File: src/rtl/instr_fetch_if.sv
// Fetch-stage bus: instruction-memory request/response plus decode handoff and control.
// master is the fetch unit, slave is the memory/decode environment.
interface instr_fetch_if;
  logic        imem_req;
  logic [15:0] imem_addr;
  logic        imem_ack;
  logic [15:0] imem_rdata;
  logic [15:0] instr_out;
  logic        instr_valid;
  logic        instr_ready;
  logic [15:0] pc_out;
  logic        lock;
  logic        redirect;
  logic [15:0] redirect_addr;
  logic        halted;

  modport master (
    output imem_req, imem_addr, instr_out, instr_valid, pc_out, halted,
    input  imem_ack, imem_rdata, instr_ready, lock, redirect, redirect_addr
  );

  modport slave (
    input  imem_req, imem_addr, instr_out, instr_valid, pc_out, halted,
    output imem_ack, imem_rdata, instr_ready, lock, redirect, redirect_addr
  );
endinterface

File: src/rtl/instr_fetch.sv
// Instruction fetch unit: requests one 16-bit word at a time, hands it to decode,
// follows redirects (draining a stale outstanding request) and stops on opcode 0000.
module instr_fetch (
  input  logic          clk,
  input  logic          rst_n,
  instr_fetch_if.master bus
);

  typedef enum logic [1:0] {
    S_REQ   = 2'd0,
    S_ISSUE = 2'd1,
    S_DRAIN = 2'd2,
    S_HALT  = 2'd3
  } state_t;

  state_t      state_r;
  logic [15:0] pc_r;
  logic        imem_req_r;
  logic [15:0] imem_addr_r;
  logic [15:0] instr_out_r;
  logic        instr_valid_r;
  logic [15:0] pc_out_r;
  logic        halted_r;

  function automatic logic [15:0] pc_inc(input logic [15:0] addr);
    return addr + 16'd2;
  endfunction

  function automatic logic is_halt(input logic [15:0] word);
    return (word[15:12] == 4'b0000);
  endfunction

  // Fetch FSM; imem_addr_r also serves as the held address while draining.
  always_ff @(posedge clk or negedge rst_n) begin
    if (!rst_n) begin
      state_r       <= S_REQ;
      pc_r          <= 16'h0000;
      imem_req_r    <= 1'b0;
      imem_addr_r   <= 16'h0000;
      instr_out_r   <= 16'h0000;
      instr_valid_r <= 1'b0;
      pc_out_r      <= 16'h0000;
      halted_r      <= 1'b0;
    end else begin
      case (state_r)
        S_REQ: begin
          if (!imem_req_r) begin
            // First cycle after reset: nothing outstanding, any ack is stale.
            imem_req_r <= 1'b1;
            if (bus.redirect) begin
              pc_r        <= bus.redirect_addr;
              imem_addr_r <= bus.redirect_addr;
            end else begin
              imem_addr_r <= pc_r;
            end
          end else if (bus.redirect) begin
            pc_r <= bus.redirect_addr;
            if (bus.imem_ack) begin
              imem_addr_r <= bus.redirect_addr;
            end else begin
              state_r <= S_DRAIN;
            end
          end else if (bus.imem_ack) begin
            instr_out_r   <= bus.imem_rdata;
            pc_out_r      <= pc_r;
            pc_r          <= pc_inc(pc_r);
            instr_valid_r <= 1'b1;
            imem_req_r    <= 1'b0;
            state_r       <= S_ISSUE;
          end else begin
            state_r <= S_REQ;
          end
        end
        S_ISSUE: begin
          if (bus.redirect) begin
            pc_r          <= bus.redirect_addr;
            instr_valid_r <= 1'b0;
            imem_req_r    <= 1'b1;
            imem_addr_r   <= bus.redirect_addr;
            state_r       <= S_REQ;
          end else if (bus.instr_ready && !bus.lock) begin
            instr_valid_r <= 1'b0;
            if (is_halt(instr_out_r)) begin
              halted_r <= 1'b1;
              state_r  <= S_HALT;
            end else begin
              imem_req_r  <= 1'b1;
              imem_addr_r <= pc_r;
              state_r     <= S_REQ;
            end
          end else begin
            state_r <= S_ISSUE;
          end
        end
        S_DRAIN: begin
          if (bus.imem_ack) begin
            state_r <= S_REQ;
            if (bus.redirect) begin
              pc_r        <= bus.redirect_addr;
              imem_addr_r <= bus.redirect_addr;
            end else begin
              imem_addr_r <= pc_r;
            end
          end else if (bus.redirect) begin
            pc_r <= bus.redirect_addr;
          end else begin
            state_r <= S_DRAIN;
          end
        end
        S_HALT: begin
          imem_req_r    <= 1'b0;
          instr_valid_r <= 1'b0;
          halted_r      <= 1'b1;
        end
        default: begin
          state_r       <= S_REQ;
          imem_req_r    <= 1'b0;
          instr_valid_r <= 1'b0;
        end
      endcase
    end
  end

  assign bus.imem_req    = imem_req_r;
  assign bus.imem_addr   = imem_addr_r;
  assign bus.instr_out   = instr_out_r;
  assign bus.instr_valid = instr_valid_r;
  assign bus.pc_out      = pc_out_r;
  assign bus.halted      = halted_r;

endmodule

File: src/flat_wrapper.sv
// flat-port wrapper written by rule: the top's interface ports become plain ports
module instr_fetch_flat 
  (clk, rst_n, bus_imem_req, bus_imem_addr, bus_instr_out, bus_instr_valid, bus_pc_out, bus_halted, bus_imem_ack, bus_imem_rdata, bus_instr_ready, bus_lock, bus_redirect, bus_redirect_addr);
  instr_fetch_if bus_i ();
  input  logic clk;
  input  logic rst_n;
  output wire logic [$bits(bus_i.imem_req)-1:0] bus_imem_req;
  output wire logic [$bits(bus_i.imem_addr)-1:0] bus_imem_addr;
  output wire logic [$bits(bus_i.instr_out)-1:0] bus_instr_out;
  output wire logic [$bits(bus_i.instr_valid)-1:0] bus_instr_valid;
  output wire logic [$bits(bus_i.pc_out)-1:0] bus_pc_out;
  output wire logic [$bits(bus_i.halted)-1:0] bus_halted;
  input wire logic [$bits(bus_i.imem_ack)-1:0] bus_imem_ack;
  input wire logic [$bits(bus_i.imem_rdata)-1:0] bus_imem_rdata;
  input wire logic [$bits(bus_i.instr_ready)-1:0] bus_instr_ready;
  input wire logic [$bits(bus_i.lock)-1:0] bus_lock;
  input wire logic [$bits(bus_i.redirect)-1:0] bus_redirect;
  input wire logic [$bits(bus_i.redirect_addr)-1:0] bus_redirect_addr;
  assign bus_imem_req = bus_i.imem_req;
  assign bus_imem_addr = bus_i.imem_addr;
  assign bus_instr_out = bus_i.instr_out;
  assign bus_instr_valid = bus_i.instr_valid;
  assign bus_pc_out = bus_i.pc_out;
  assign bus_halted = bus_i.halted;
  assign bus_i.imem_ack = bus_imem_ack;
  assign bus_i.imem_rdata = bus_imem_rdata;
  assign bus_i.instr_ready = bus_instr_ready;
  assign bus_i.lock = bus_lock;
  assign bus_i.redirect = bus_redirect;
  assign bus_i.redirect_addr = bus_redirect_addr;
  instr_fetch u_core (.clk(clk), .rst_n(rst_n), .bus(bus_i));
endmodule
File: config.mk
export PLATFORM = sky130hd
export DESIGN_NAME = instr_fetch_flat
export DESIGN_NICKNAME = d
export VERILOG_FILES = /design/src/rtl/instr_fetch_if.sv /design/src/rtl/instr_fetch.sv /design/src/flat_wrapper.sv
export SDC_FILE = /design/constraint.sdc
export NUM_CORES = 1
export LEC_CHECK = 0
export CAP_MARGIN = 15
export CORE_MARGIN = 4
export CORE_UTILIZATION = 35
export CTS_CLUSTER_DIAMETER = 30
export DETAILED_ROUTE_END_ITERATION = 7
export PLACE_DENSITY = 0.61
export SLEW_MARGIN = 20
export SYNTH_ARGS = -nofsm -noshare
export SYNTH_HDL_FRONTEND = slang
export SYNTH_SLANG_ARGS = --single-unit
export TNS_END_PERCENT = 100
File: constraint.sdc
create_clock -name clk -period 2.9 [get_ports clk]
set_input_delay 0.58 -clock clk [delete_from_list [all_inputs] [get_ports clk]]
set_output_delay 0.58 -clock clk [all_outputs]
set_load 0.05 [all_outputs]
-- Word level (Yosys, flattened, before mapping)
Cells that the tools add are included.
Widths: inputs -> output; s select.
- register bits after elaboration: 69
- bits in latches: 0
- memory bits (writable): 0
- ROM bits: 0
- input port bits: 38
- output and inout bits: 51
- word-level logic and storage cells: 83
- memories: 0
- add/sub/neg operators: 1
- multiply operators: 0
- div/mod/pow operators: 0
- magnitude comparators: 0
- equality and inequality tests: 17
- shift operators: 0
- muxes and demuxes: 40
- bitwise logic cells: 1
- reduce and logical (&&, ||, !) cells: 16
- operator list (operator ; number):
    $mux 16 ; 11
    $pmux 16 s3 ; 1
    $pmux 16 s2 ; 1
    $add 16x2->16 const B ; 1
    $mux 2 ; 8
    $mux 1 ; 15
    $ne 3x3->1 const B ; 5
    $reduce_and 4->1 ; 3
    $ne 2x2->1 const B ; 4
    $ne 2x1->1 const B ; 3
    $pmux 1 s3 ; 2
    $pmux 2 s3 ; 1
    $reduce_and 6->1 ; 1
    $reduce_bool 3->1 ; 2
    $reduce_and 5->1 ; 1
    $eq 2x2->1 const B ; 2
    $logic_not 4->1 ; 1
    $ne 4x4->1 const B ; 1
    $reduce_bool 2->1 ; 2
    $ne 3x2->1 const B ; 1
    $reduce_and 3->1 ; 1
    $eq 2x1->1 const B ; 1
    $logic_not 2->1 ; 1
    $pmux 1 s2 ; 1
    other kinds (5) ; 5

-- Depth between registers and ports, before layout
- word-level depth: 5
- depth in mapped cells: 8
- gate-level depth less buffers: 6

-- Worst setup path before layout
OpenSTA, ideal clock, no wires.
- kind: register to register
- start point: reg u_core.imem_req_r (netlist: u_core.bus.imem_req)
- end point: reg u_core.imem_addr_r[0] (netlist: u_core.bus.imem_addr[0])
- setup time: 0.125 ns
- arrival: 1.889 ns
- required time: 2.775 ns
- setup slack: 0.886 ns
- stages on the path, launching flop included: 7
- buffers on the path: 2
- period minus slack after synthesis: 2.014 ns
- cells stage by stage: dfrtp_1 -> nor2b_1 -> buf_4 -> nor2_4 -> buf_6 -> mux2_2 -> mux2_4
- cells in the longest elaborated chain, start to end: 2
- elaborated cells between the ends (all ways): 5
- those cells by class: 2 x eq/ne; 2 x mux; 1 x reduce/logical
- ends and longest elaborated chain (element ; line ; source):
    start, declared ; instr_fetch.sv:18 ; logic imem_req_r;
    start signal, assigned ; instr_fetch.sv:38 ; imem_req_r <= 1'b0;
    start signal, assigned ; instr_fetch.sv:49 ; imem_req_r <= 1'b1;
    start signal, assigned ; instr_fetch.sv:68 ; imem_req_r <= 1'b0;
    $ne 3x3->1 (no source line) / $mux 16 (equally long branches) ; -- ;
    $reduce_and 6->1 (no source line) / $pmux 16 s3 (equally long branches) ; -- ;
    end signal, assigned ; instr_fetch.sv:52 ; imem_addr_r <= bus.redirect_addr;
    end signal, assigned ; instr_fetch.sv:54 ; imem_addr_r <= pc_r;
    end signal, assigned ; instr_fetch.sv:59 ; imem_addr_r <= bus.redirect_addr;
    end, declared ; instr_fetch.sv:19 ; logic [15:0] imem_addr_r;
Parallel ways exist; a longest one is shown, timed or not.
A chain may end at the register's enable or synchronous reset.

-- Worst setup path in the final report
- start point: reg u_core.imem_req_r (netlist: u_core.bus.imem_req)
- end point: out bus_imem_req
- RTL lines (element ; line ; source):
    end, declared ; flat_wrapper.sv:7 ; output wire logic [$bits(bus_i.imem_req)-1:0] bus_imem_req;
No word-level cell between the ends.

==> flow_summary_export.csv <==
group,metric,value,unit
outcome,status,"finished clean",
route,wl_per_cell,16.45,um
timing,hold_viol,0,
global_routing,antenna_found_initial,0,
route,drt_iter0_drc,92,
setup_path,worstPathMaxFanout,9,
timing,grt_setup_unrepaired,"no",
setup_path,slowest_delay,880,ps
synthesis,synth.avg_cell_area,12.34,sq um
final_layout,multiInputGateArea,1642,sq um
route,drt-pass1-iter-count,4,
route,totalWireLength,8472,um
global_routing,grt_pass1_wl,14030,um
setup_path,cp_top_family,"buffers and inverters",
route,num_vias,2639,
setup_path,startpoint_type,"register",
synthesis,synth.distinct_cells,62,
timing,tightest_slew,628.1,ps
route,ant_nets,0,
clock_network,cts_root_buf,"clkbuf_8",
setup_path,worstPathArrival,1800,ps
synthesis,async_flop_share,100.0,%
timing,max_freq,420.3,MHz
synthesis,ys_top_cells_by_count,"dfrtp_1 (69), mux2_2 (56), nand2_1 (13), nor2_1 (12), inv_1 (11)",
hold_path,hold_class,"input port to asynchronous set/reset pin",
clock_network,h-tree-depth,3,
final_layout,finalNetCount,420,
placed_design,place_inst,499,
synthesis,synth_ff_type,"dfrtp_1",
setup_path,crit_type,"register to output pin",
synthesis,syn-instance-count,286,
route,route.detailed.drc,0,
global_routing,grt_max_degree,43,
global_routing,grt_pass1_vias,2752,
clock_network,hold_buffers,0,
final_layout,finalNonFillerCells,515,
global_routing,overflow,0,
clock_network,cts.clk_slew.worst_paths,80,ps
floorplanning,start_util,36.10,%
global_routing,grt_util_all_layers,15.35,%
final_layout,syn2layout_area_growth,36.21,%
clock_network,cts_buffers,9,
final_layout,ff_latch_area,1727,sq um
timing,tns,0,ps
final_layout,nFillCells,891,
synthesis,ys.warnings.count,0,
setup_path,path_cells,"clkdlybuf4s50_1",
power_and_ir_drop,leakagePower,2.003,nW
timing,setup_ws,520.5,ps
clock_network,cts_tree,"yes",
synthesis,synth_nets,329,
placed_design,dp_slack,276.6,ps
synthesis,synth_seq_cells,69,
setup_path,critPathSlowestCell,"clkdlybuf4s50_1",
timing,maxSlewHeadroom,58.13,%
clock_network,post_cts_buffers,0,
timing,setup_viol,0,
setup_path,crit_buf_inv,1,
synthesis,yosys.area.top_type_share,48.94,%
synthesis,synth-edff-count,0,
timing,drv_slew,0,
synthesis,yosys.cell_count.top_type,"dfrtp_1",
timing,min_period,2380,ps
power_and_ir_drop,power.density,1318,nW/um^2
placed_design,place_hpwl,6106,um
synthesis,synth_area,3528,sq um
power_and_ir_drop,ir_drop,0.9105,mV
floorplanning,dieArea,11750,sq um
floorplanning,rows,36,
setup_path,cp.required,2320,ps
clock_network,post_cts_resized,0,
synthesis,yosysTopAreaCell,"dfrtp_1",
floorplanning,core-area,9774,sq um
placed_design,gp_congestion,0.8307,
final_layout,drive_above_1_share,26.70,%
clock_network,clkLatencyLatePin,340,ps
clock_network,cts_max_path_buffers,2,
job,drv_cap,0,
floorplanning,die_h,108.4,um
floorplanning,die_x,108.4,um
synthesis,netlist_top_cells_area,"dfrtp_1 (49%), mux2_2 (18%), mux2_4 (4.3%), ha_1 (1.8%), nand2_1 (1.4%)",
final_layout,antenna_cells,0,
setup_path,critical_path.endpoint_type,"output pin",
placed_design,numPortBuffers,88,
timing,fin_skew,10.63,ps
timing,period_share,82.05,%
clock_network,clock-sinks,69,
route,via_per_inst,5.124,
floorplanning,io_pins,89,
synthesis,ys_seq_area_share,48.94,%
## power by group
part | total, mW | leakage (nW) | internal (mW) | switching [mW]
Sequential | 1.80 | 0.810 | 1.42 | 0.378
Clock | 0.973 | 0.124 | 0.599 | 0.374
Combinational | 3.56 | 1.07 | 1.47 | 2.09
## registers in the layout (all words and copies together), names as in the netlist
| signal | flops |
|---|---|
| u_core.state_r | 2 |
| u_core.bus.instr_out | 16 |
| u_core.bus.imem_req | 1 |
| u_core.bus.imem_addr | 16 |
| u_core.pc_r | 16 |
| u_core.bus.pc_out | 16 |
| u_core.bus.instr_valid | 1 |
| u_core.bus.halted | 1 |
## final timing paths
kind | cells past startpoint | slack [ps] | end | from
max | 1 | 520 | bus_imem_req | u_core.bus.imem_req
min | 1 | 250 | u_core.bus.instr_out[2] | rst_n
max reg2reg | 7 | 570 | u_core.bus.imem_addr[8] | u_core.state_r[0]
min reg2reg | 2 | 490 | u_core.bus.halted | u_core.bus.halted
max in group asynchronous | 2 | 1990 | u_core.bus.instr_out[8] | rst_n
min in group clk | 2 | 490 | u_core.bus.halted | u_core.bus.halted
## stage by stage
step / util [%] / power, mW / hold WS [ps] / area, sq um
floorplan: - / 4.275 / 284.4 / 3528
global placement: 46.62 / 5.347 / 463.2 / 4557
detailed placement: 46.62 / 5.386 / 463.2 / 4557
CTS: 49.17 / 6.387 / 257.1 / 4806
global route: 49.17 / 6.697 / 273.9 / 4806
finish: 49.17 / 6.333 / 245.4 / 4806
## placed cells by master (no fill, tap or decap), drive strengths merged, types with 2 or more instances in the layout
| cell | count |
|---|---|
| a22o | 4 |
| nand4 | 4 |
| nor2 | 13 |
| nand3b | 2 |
| o22ai | 5 |
| nand4b | 2 |
| clkdlybuf4s50 | 87 |
| nor4 | 4 |
| o2bb2ai | 2 |
| buf | 10 |
| nand2b | 3 |
| nand3 | 5 |
| a21o | 2 |
| inv | 11 |
| nand2 | 13 |
| mux2 | 66 |
| ha | 5 |
| or3b | 2 |
| bufinv | 3 |
| o31a | 3 |
| or2 | 3 |
| or4 | 2 |
| nor3 | 4 |
| o21ai | 10 |
| clkinv | 2 |
| clkbuf | 11 |
| a22oi | 4 |
| o31ai | 2 |
| o311ai | 2 |
| a21oi | 9 |
| dfrtp | 69 |
## final cells by class
type                    count  share of cell area (%)
clock buffers              11                   2.942
clock inverters             5                   2.239
inverters                  11                  0.8592
multi-input cells         189                   34.16
flip-flops and latches     69                   35.93
well taps                 133                   3.463
repair buffers             97                   20.41
## routing by layer
| layer | vias to the layer above | GRT usage (%) | wire length (um) |
|---|---|---|---|
| li1 | 1238 | - | - |
| met3 | 17 | 5.194 | 559 |
| met1 | 1287 | 20.21 | 3829 |
| met4 | 0 | 6.312 | 198 |
| met5 | - | 0 | 0 |
| met2 | 97 | 23.12 | 3884 |
## logic make-up after synthesis
family                     Yosys count  synth area share [%]
muxes                               67                 22.41
DFF                                 69                 48.94
buffers and inverters               28                 4.539
AOI/OAI and AO/OA                   52                 10.50
and+or+nand+nor                     65                 11.84
adders and majority gates            5                 1.773
(Power assumes the default switching activity.)
